File: src/rtl/timer_pkg.sv
// timer_pkg: shared width/reset defaults and the timer word type.
package timer_pkg;
  localparam int          DEF_TIM_W   = 16;
  localparam logic [15:0] DEF_ARR_RST = 16'hFFFF;

  typedef logic [DEF_TIM_W-1:0] tim_word_t;
endpackage

File: src/rtl/timer_prescaler.sv
// timer_prescaler: divides the enabled clock by (psc_act+1), emitting a one-cycle tick.
module timer_prescaler
  import timer_pkg::*;
#(
  parameter int TIM_W = DEF_TIM_W
) (
  input  logic             clk,
  input  logic             reset,
  input  logic             en,
  input  logic             clr,
  input  logic [TIM_W-1:0] psc_act,
  output logic             tick
);
  logic [TIM_W-1:0] r_psc_cnt;
  logic             w_match;

  // >= rather than == so a prescaler value lowered while disabled cannot strand the count above it
  assign w_match = (r_psc_cnt >= psc_act);
  assign tick    = en && w_match;

  always_ff @(posedge clk or negedge reset) begin
    if (!reset) begin
      r_psc_cnt <= '0;
    end else if (clr) begin
      r_psc_cnt <= '0;
    end else if (en) begin
      if (w_match) r_psc_cnt <= '0;
      else         r_psc_cnt <= r_psc_cnt + 1'b1;
    end
  end
endmodule

File: src/rtl/timer_unit.sv
// timer_unit: prescaled up-counter with buffered auto-reload, update event and sticky IRQ flag.
// Defining TIMER_PWM_EN adds a buffered compare register and a registered PWM output.
module timer_unit
  import timer_pkg::*;
#(
  parameter int               TIM_W   = DEF_TIM_W,
  parameter logic [TIM_W-1:0] ARR_RST = DEF_ARR_RST
) (
  input  logic             clk,
  input  logic             reset,
`ifdef TIMER_PWM_EN
  input  logic             ccr_wr,
  input  logic [TIM_W-1:0] TIM_CCR,
  output logic             pwm_out,
`endif
  input  logic [TIM_W-1:0] TIM_PSC,
  input  logic [TIM_W-1:0] TIM_ARR,
  input  logic             psc_wr,
  input  logic             arr_wr,
  input  logic             tim_en,
  input  logic             ug,
  input  logic             irq_clr,
  output logic [TIM_W-1:0] cnt,
  output logic             uev,
  output logic             irq_flag
);
  logic [TIM_W-1:0] r_psc_pre, r_psc_act, r_arr_pre, r_arr_act, r_cnt;
  logic             r_uev, r_irq;
  logic             w_tick, w_wrap, w_xfer;

  timer_prescaler #(.TIM_W(TIM_W)) u_prescaler (
    .clk     (clk),
    .reset   (reset),
    .en      (tim_en),
    .clr     (ug),
    .psc_act (r_psc_act),
    .tick    (w_tick)
  );

  // Software update overrides a coincident natural wrap; active registers reload on any update or while idle
  assign w_wrap = w_tick && !ug && (r_cnt == r_arr_act);
  assign w_xfer = ug || !tim_en || w_wrap;

  always_ff @(posedge clk or negedge reset) begin
    if (!reset) begin
      r_psc_pre <= '0;
      r_psc_act <= '0;
      r_arr_pre <= ARR_RST;
      r_arr_act <= ARR_RST;
    end else begin
      if (psc_wr) r_psc_pre <= TIM_PSC;
      if (arr_wr) r_arr_pre <= TIM_ARR;
      if (w_xfer) begin
        r_psc_act <= r_psc_pre;
        r_arr_act <= r_arr_pre;
      end
    end
  end

  always_ff @(posedge clk or negedge reset) begin
    if (!reset) begin
      r_cnt <= '0;
      r_uev <= 1'b0;
      r_irq <= 1'b0;
    end else begin
      r_uev <= ug || w_wrap;
      if (ug) begin
        r_cnt <= '0;
      end else if (!tim_en) begin
        // An idle transfer that shrinks the reload below the held count restarts from zero
        if (r_arr_pre < r_cnt) r_cnt <= '0;
      end else if (w_tick) begin
        if (w_wrap) r_cnt <= '0;
        else        r_cnt <= r_cnt + 1'b1;
      end
      if (w_wrap)       r_irq <= 1'b1;
      else if (irq_clr) r_irq <= 1'b0;
    end
  end

  assign cnt      = r_cnt;
  assign uev      = r_uev;
  assign irq_flag = r_irq;

`ifdef TIMER_PWM_EN
  logic [TIM_W-1:0] r_ccr_pre, r_ccr_act;
  logic             r_pwm;

  always_ff @(posedge clk or negedge reset) begin
    if (!reset) begin
      r_ccr_pre <= '0;
      r_ccr_act <= '0;
      r_pwm     <= 1'b0;
    end else begin
      if (ccr_wr) r_ccr_pre <= TIM_CCR;
      if (w_xfer) r_ccr_act <= r_ccr_pre;
      r_pwm <= (r_cnt < r_ccr_act);
    end
  end

  assign pwm_out = r_pwm;
`endif
endmodule
File: config.mk
export PLATFORM = sky130hd
export DESIGN_NAME = timer_unit
export DESIGN_NICKNAME = d
export VERILOG_FILES = /design/src/rtl/timer_pkg.sv /design/src/rtl/timer_prescaler.sv /design/src/rtl/timer_unit.sv
export SDC_FILE = /design/constraint.sdc
export NUM_CORES = 1
export LEC_CHECK = 0
export BUFFER_PORTS_ARGS = -buffer_cell sky130_fd_sc_hd__buf_2
export CAP_MARGIN = 15
export CORE_UTILIZATION = 50
export DETAILED_ROUTE_END_ITERATION = 8
export GPL_ROUTABILITY_DRIVEN = 0
export PLACE_DENSITY = 0.77
export SKIP_CTS_REPAIR_TIMING = 1
export SYNTH_ARGS = -nofsm -noshare
export SYNTH_HDL_FRONTEND = slang
export SYNTH_SLANG_ARGS = --single-unit
File: constraint.sdc
create_clock -name clk -period 2.6 [get_ports clk]
set_clock_uncertainty 0.15 [all_clocks]
set_input_delay 0.52 -clock clk [delete_from_list [all_inputs] [get_ports clk]]
set_output_delay 0.52 -clock clk [all_outputs]
set_load 0.05 [all_outputs]
==> results of run 1 <==
==> path summary, 6_finish.rpt <==
path / to / slack, ps / cells after the start
max: cnt[4]$_DFFE_PN0P_ / -250 / 8
min: irq_flag$_DFFE_PN0P_ / 220 / 2
max reg2reg: cnt[4]$_DFFE_PN0P_ / -250 / 8
min reg2reg: r_psc_pre[9]$_DFFE_PN0P_ / 360 / 1
max in group asynchronous: r_arr_act[11]$_DFFE_PN1P_ / 1130 / 3
min in group asynchronous: r_psc_act[5]$_DFFE_PN0P_ / 470 / 2
==> metal layers <==
layer	GRT usage, %	vias up	wire, um
met5	0	-	0
met4	10.5	0	324
met3	4.20	30	621
met2	39.2	133	6320
met1	31.5	2094	5570
li1	-	1940	-
==> cell usage after synthesis (2+ instances only) <==
cell type and n:
a21oi_1 17, a21o_1 3, nor2_1 15, a22o_1 9, nand4_1 9, o31ai_1 4, nor3_1 6, nand2b_1 2
mux2_2 64, clkbuf_1 8, nor2b_1 3, dfrtp_1 66, a31oi_1 2, xor2_1 16, o21a_1 3, dfstp_2 32
nand3_1 13, and3_1 6, inv_1 34, o21ai_0 41, and4_1 2, a2111oi_0 4, buf_6 2, nand2_1 30
nor4_1 9, o22ai_1 2, buf_2 3, ha_1 33, or3_1 8, or2b_2 2, nor3b_1 2
==> metrics by stage <==
step	instance area, um^2	setup WS (ps)	instances	hold slack (ps)	TNS, ps
after floorplan	5170	-271	461	74.4	-3240
after global placement	6070	-192	704	328	-4510
after detailed placement	6070	-318	704	331	-8920
after CTS	6260	-347	720	-74.4	-10190
after global routing	6660	-303	736	221	-7880
final	6660	-246	736	216	-3360
==> power groups by stage <==
stage,clock [mW],sequential (mW),combinational [mW]
after floorplan,0,1.77,0.303
after global placement,0,1.78,0.467
after detailed placement,0,1.79,0.490
after CTS,0.952,1.76,0.494
after global routing,1.01,1.78,0.631
final,0.933,1.77,0.577
==> flip-flops by register name, summed over array words and instances, names as in the netlist <==
signal,count
r_arr_act,16
uev,1
r_arr_pre,16
u_prescaler.r_psc_cnt,16
irq_flag,1
r_psc_act,16
cnt,16
r_psc_pre,16
==> worst max-delay path, cell delays in order (launching register included) <==
cell and delay, ps:
dfrtp_2 460, ha_4 280, and4_4 220, nand4_1 110, or4_4 560, nand3_4 110, or3b_4 430, or3_1 380
o21ai_1 80
==> cell families after synthesis <==
group / count (synthesis)
AOI/OAI and AO/OA: 88
xor gates and xnor gates: 16
adders and majority gates: 33
buffers and inverters: 49
DFF: 98
muxes: 64
and+or+nand+nor: 113
==> cell type report <==
cell class / count / area (um^2)
timing repair buffer: 141 / 1040
clock buffer: 14 / 173
fill: 705 / 3210
sequential: 98 / 2500
inverter: 34 / 130
multi-input combinational: 314 / 2640
tap: 133 / 166
clock inverter: 2 / 10.0
==> metrics.md, run 1 <==
| Metric | Value |
|---|---|
| Run status | `finished, violations left` |
| Failing checks | `setup timing` |
| Hold Crit Start | `irq_clr` |
| Sequential share of power | `about 54%` |
| FP Rows | `36` |
| Vias | `between 4,000 and 5,000` |
| Share of the synthesized area in the top cell type | `between 30% and 40%` |
| Asr flop ratio synth | `100%` |
| First drt pass iteration count | `5` |
| Share of layout cells above drive strength 1 | `a little under half` |
| Top Ports | `57` |
| All-Layer GR Usage | `between 20% and 30%` |
| Fmax | `around 350 MHz` |
| Cells after Synth | `461` |
| Antenna fix cells | `0` |
| Max-Cap Viols | `0` |
| First-pass GRT wire length | `~19 mm` |
| RSZ-0062 raised after global routing | `yes` |
| Initial antenna violation count | `0` |
| R2R Path Start | `u_prescaler.r_psc_cnt[14]$_DFFE_PN0N_` |
| Mux share of post-synthesis cell area | `~14%` |
| TritonCTS Buffers | `9` |
| Worst-path clk slew | `90 ps` |
| Grt ovf | `0` |
| Max VDD drop | `0.335 mV` |
| 1st-iter DRT viols | `~210` |
| Hold/Removal Path Class | `in -> reg` |
| Top post-synthesis cells by area | `dfrtp_1 32%, dfstp_2 16%, mux2_2 14%, ha_1 8.1%, o21ai_0 4.0%` |
| Core Util, Final | `between 60% and 70%` |
| Setup violators final | `47` |
| Synth Cell Area | `a little over 0.005 mm^2` |
| Nets | `670` |
| Die area | `approximately 0.011 mm^2` |
| Die Ht | `103 um` |
| Crit Path Class | `reg -> reg` |
| Mapped Avg Cell Area | `11.1 um^2` |
| Width of the die | `103 um` |
| Buffers on Ports | `56` |
| Leading register cell type out of synthesis | `dfrtp_1` |
| Area delta synth->final | `30.1%` |
| Switching share of power | `26.4%` |
| Setup crit start | `u_prescaler.r_psc_cnt[14]$_DFFE_PN0N_` |
| Synth Net Count | `around 530` |
| Post-synth top area cell | `dfrtp_1` |
| Main combinational cell family by area after synthesis | `multiplexers` |
| Logic pwr share | `between 10% and 20%` |
| Clock share of power | `between 20% and 30%` |
| Final period util | `109%` |
| TritonCTS clock tree | `built` |
| Starting Density | `between 50 and 60%` |
| H-tree depth | `3` |
| Synth Area in XOR/XNOR | `under 10%` |
| Simple-Gate Fraction of Synth Area | `between 10% and 20%` |
| Final min period | `roughly 2800 ps` |
| Final WS setup | `-246 ps` |
| Post-Synth Adder-Cell Area | `8.07%` |
| Least-Margin Pin Slew | `slightly above 500 ps` |
| Power Density | `~500 mW/mm^2` |
| Slew Limit Fails | `0` |
| Vias in the first global route | `between 4,000 and 5,000` |
| Via/cell ratio | `~5.7` |
| Drc violations | `0` |
| Root Driver | `clkbuf_8` |
| Seq/Total Area, Yosys | `between 40% and 50%` |
| Tot Pwr | `between 3 and 4 mW` |
| Drt total wl | `~13 mm` |
| Largest net degree at the start of global routing | `48` |
| Core area | `approximately 0.0099 mm^2` |
| Yosys warns | `0` |
| Psw | `864 uW` |
| DP HPWL | `8.92 mm` |
| Max-slew headroom | `roughly two thirds` |
| Worst setup EP type | `flop` |
| Pint | `between 2 and 2.5 mW` |
| CP Launch Type | `flop` |
| Worst Path Arrival | `2990 ps` |
| Clk_lat worst skew | `around 370 ps` |
| Commonest non-fill, non-tap cells in the layout | `72 x buf_4, 62 x mux2_2, 57 x dfrtp_1` |
| Flop and latch count out of synthesis | `98` |
| Pleak | `roughly 3 nW` |
| Routed Antenna Nets | `0` |
| Post-synth EDFFs | `0` |
| Max FO, Critical Path | `6` |
| Compound-cell area share of the yosys netlist | `between 10% and 20%` |
| Commonest non-fill, non-tap cell in the layout | `buf_4` |
| Final Hold Vio Count | `0` |
| Total clock sinks | `slightly below 100` |
| WL per Instance | `around 17 um` |
| CP Data Required Time | `2740 ps` |
| CTS Buffer Depth | `2` |
| Count of cell types in the netlist | `42` |
No activity file was read; power rests on OpenSTA's default activity.
==> inputs of run 2 (changes only) <==
BUFFER_PORTS_ARGS = not set   (was -buffer_cell sky130_fd_sc_hd__buf_2)
DONT_BUFFER_PORTS = 1   (was not set)
PLACE_DENSITY = 0.73   (was 0.77)
==> metrics.md, run 2 (synthesis gave the netlist of run 1 again) <==
| Metric | Value |
|---|---|
| Final std cells w/o fill | `668` |
| Final min period | `approximately 2800 ps` |
| Commonest non-fill, non-tap cells in the layout | `62 x mux2_2, 58 x dfrtp_1, 58 x buf_4` |
| Worst Path Arrival | `2950 ps` |
| Worst-path cell chain | `ha_4 -> and4_1 -> nand4_1 -> or4_4 -> nand3_4 -> or3b_4 -> or3_4 -> o21ai_2` |
| CP Data Required Time | `between 2000 and 3000 ps` |
| 1st-iter DRT viols | `between 300 and 400` |
| Worst-path clk slew | `~90 ps` |
| Hold/Removal Path Class | `in -> async` |
| First drt pass iteration count | `5` |
| Max-Cap Viols | `0` |
| Pleak | `approximately 2.8 nW` |
| Vias | `just under 4,000` |
| Least-Margin Pin Slew | `between 600 and 700 ps` |
| Fillcell total | `roughly 740` |
| WL per Instance | `between 15 and 20 um` |
| H-tree depth | `3` |
| Core Util, Final | `about 64%` |
| Grt ovf | `0` |
| Initial antenna violation count | `2` |
| Cells after DPL | `~640` |
| Drt total wl | `about 13 mm` |
| Via/cell ratio | `5.91` |
| Width of the die | `between 100 and 150 um` |
| Commonest non-fill, non-tap cell in the layout | `mux2_2` |
| Fmax | `355 MHz` |
| All-Layer GR Usage | `22.7%` |
| Buffers on Ports | `0` |
| Worst setup EP type | `flop` |
| First-pass GRT wire length | `18.2 mm` |
| Final Hold Vio Count | `98` |
| Area delta synth->final | `24.2%` |
| Max incr delay on CP | `around 580 ps` |
| Final WS setup | `-217 ps` |
| Dpl cell area | `about 0.0057 mm^2` |
| DP HPWL | `a little over 8 mm` |
| TritonCTS clock tree | `built` |
| Core area | `roughly 0.0099 mm^2` |
| Setup violators final | `59` |
| TritonCTS Buffers | `9` |
| FP Rows | `36` |
| Total clock sinks | `a little under 100` |
| Max VDD drop | `about 0.27 mV` |
| Die Ht | `just over 100 um` |
| Post-Layout Inst Area | `~0.0064 mm^2` |
| Routed Antenna Nets | `0` |
| Share of layout cells above drive strength 1 | `roughly two fifths` |
| Bufs and invs on worst path | `0` |
| Failing checks | `hold timing, setup timing` |
| Vias in the first global route | `about 3,700` |
| CP Launch Type | `flop` |
| Top delay family on crit path | `simple AND/OR/NAND/NOR gates` |
| Crit Path Class | `reg -> reg` |
| Worst slack at placement | `-294 ps` |
| Hold_ws | `-310 ps` |
| Starting Density | `between 50% and 60%` |
| Root Driver | `clkbuf_8` |
| Die area | `about 0.011 mm^2` |
| Drc violations | `0` |
| Slew Limit Fails | `0` |
| Max-slew headroom | `roughly three fifths` |
| Power Density | `a little over 500 mW/mm^2` |
| Clk_lat worst skew | `around 370 ps` |
| Top Ports | `57` |
| Final period util | `108%` |
| Slowest CP cell | `or4_4` |
| RSZ-0062 raised after global routing | `yes` |
| Nets | `~600` |
| Run status | `finished, violations left` |
| Largest net degree at the start of global routing | `99` |
| Max FO, Critical Path | `6` |
| CTS Buffer Depth | `2` |
-- run 2: power by group --
group | internal [mW] | switching [mW] | leakage [nW]
registers | 1.69 | 0.0781 | 1.17
clock network | 0.488 | 0.507 | 0.0999
logic | 0.281 | 0.233 | 1.51
total | 2.46 | 0.818 | 2.77
-- run 2: worst reg2reg max path: stages, from the launching register on --
cell and delay (ps):
dfrtp_1 420, ha_4 270, and4_1 210, nand4_1 140, or4_4 580, nand3_4 100, or3b_4 430, or3_4 340
o21ai_2 80
-- run 2: final timing paths --
check                                                 startpoint                         to  slack [ps]  depth (start not counted)
max                        u_prescaler.r_psc_cnt[14]$_DFFE_PN0N_         cnt[6]$_DFFE_PN0P_        -220                          8
min                                                        reset              uev$_DFF_PN0_        -310                          0
max reg2reg                u_prescaler.r_psc_cnt[14]$_DFFE_PN0N_         cnt[6]$_DFFE_PN0P_        -220                          8
min reg2reg                            r_psc_pre[12]$_DFFE_PN0P_  r_psc_pre[12]$_DFFE_PN0P_         360                          1
max in group asynchronous                                  reset   r_arr_act[6]$_DFFE_PN1P_        2400                          0
min in group clk                                         irq_clr       irq_flag$_DFFE_PN0P_         100                          1
-- run 2: area by class of cell --
| type | instances | area [um^2] | share of cell area (%) |
|---|---|---|---|
| multi-input cells | 314 | 2660 | 41.8 |
| flip-flops and latches | 98 | 2500 | 39.4 |
| repair buffers | 73 | 702 | 11.0 |
| well taps | 133 | 166 | 2.62 |
| clock buffers | 12 | 155 | 2.44 |
| inverters | 34 | 130 | 2.05 |
| clock inverters | 3 | 38.8 | 0.610 |
| diodes | 1 | 2.50 | 0.0394 |
-- run 2: per-layer routing --
| layer | GRT usage (%) | wire (um) | share of wire, % | up-vias |
|---|---|---|---|---|
| li1 | - | - | - | 1793 |
| met1 | 31.7 | 5420 | 43 | 1977 |
| met2 | 34.3 | 5900 | 47 | 146 |
| met3 | 6.37 | 952 | 7.6 | 30 |
| met4 | 7.15 | 322 | 2.6 | 2 |
| met5 | 0 | 8 | 0.063 | - |
-- run 2: metrics by stage --
stage	hold WS [ps]	total power [mW]	TNS (ps)
2_1_floorplan	74.4	2.07	-3240
6_report	-310	3.27	-4810
3_3_place_gp	78.4	2.17	-8210
4_1_cts	-326	3.19	-10840
5_1_grt	-333	3.41	-8710
3_5_place_dp	78.4	2.20	-8870
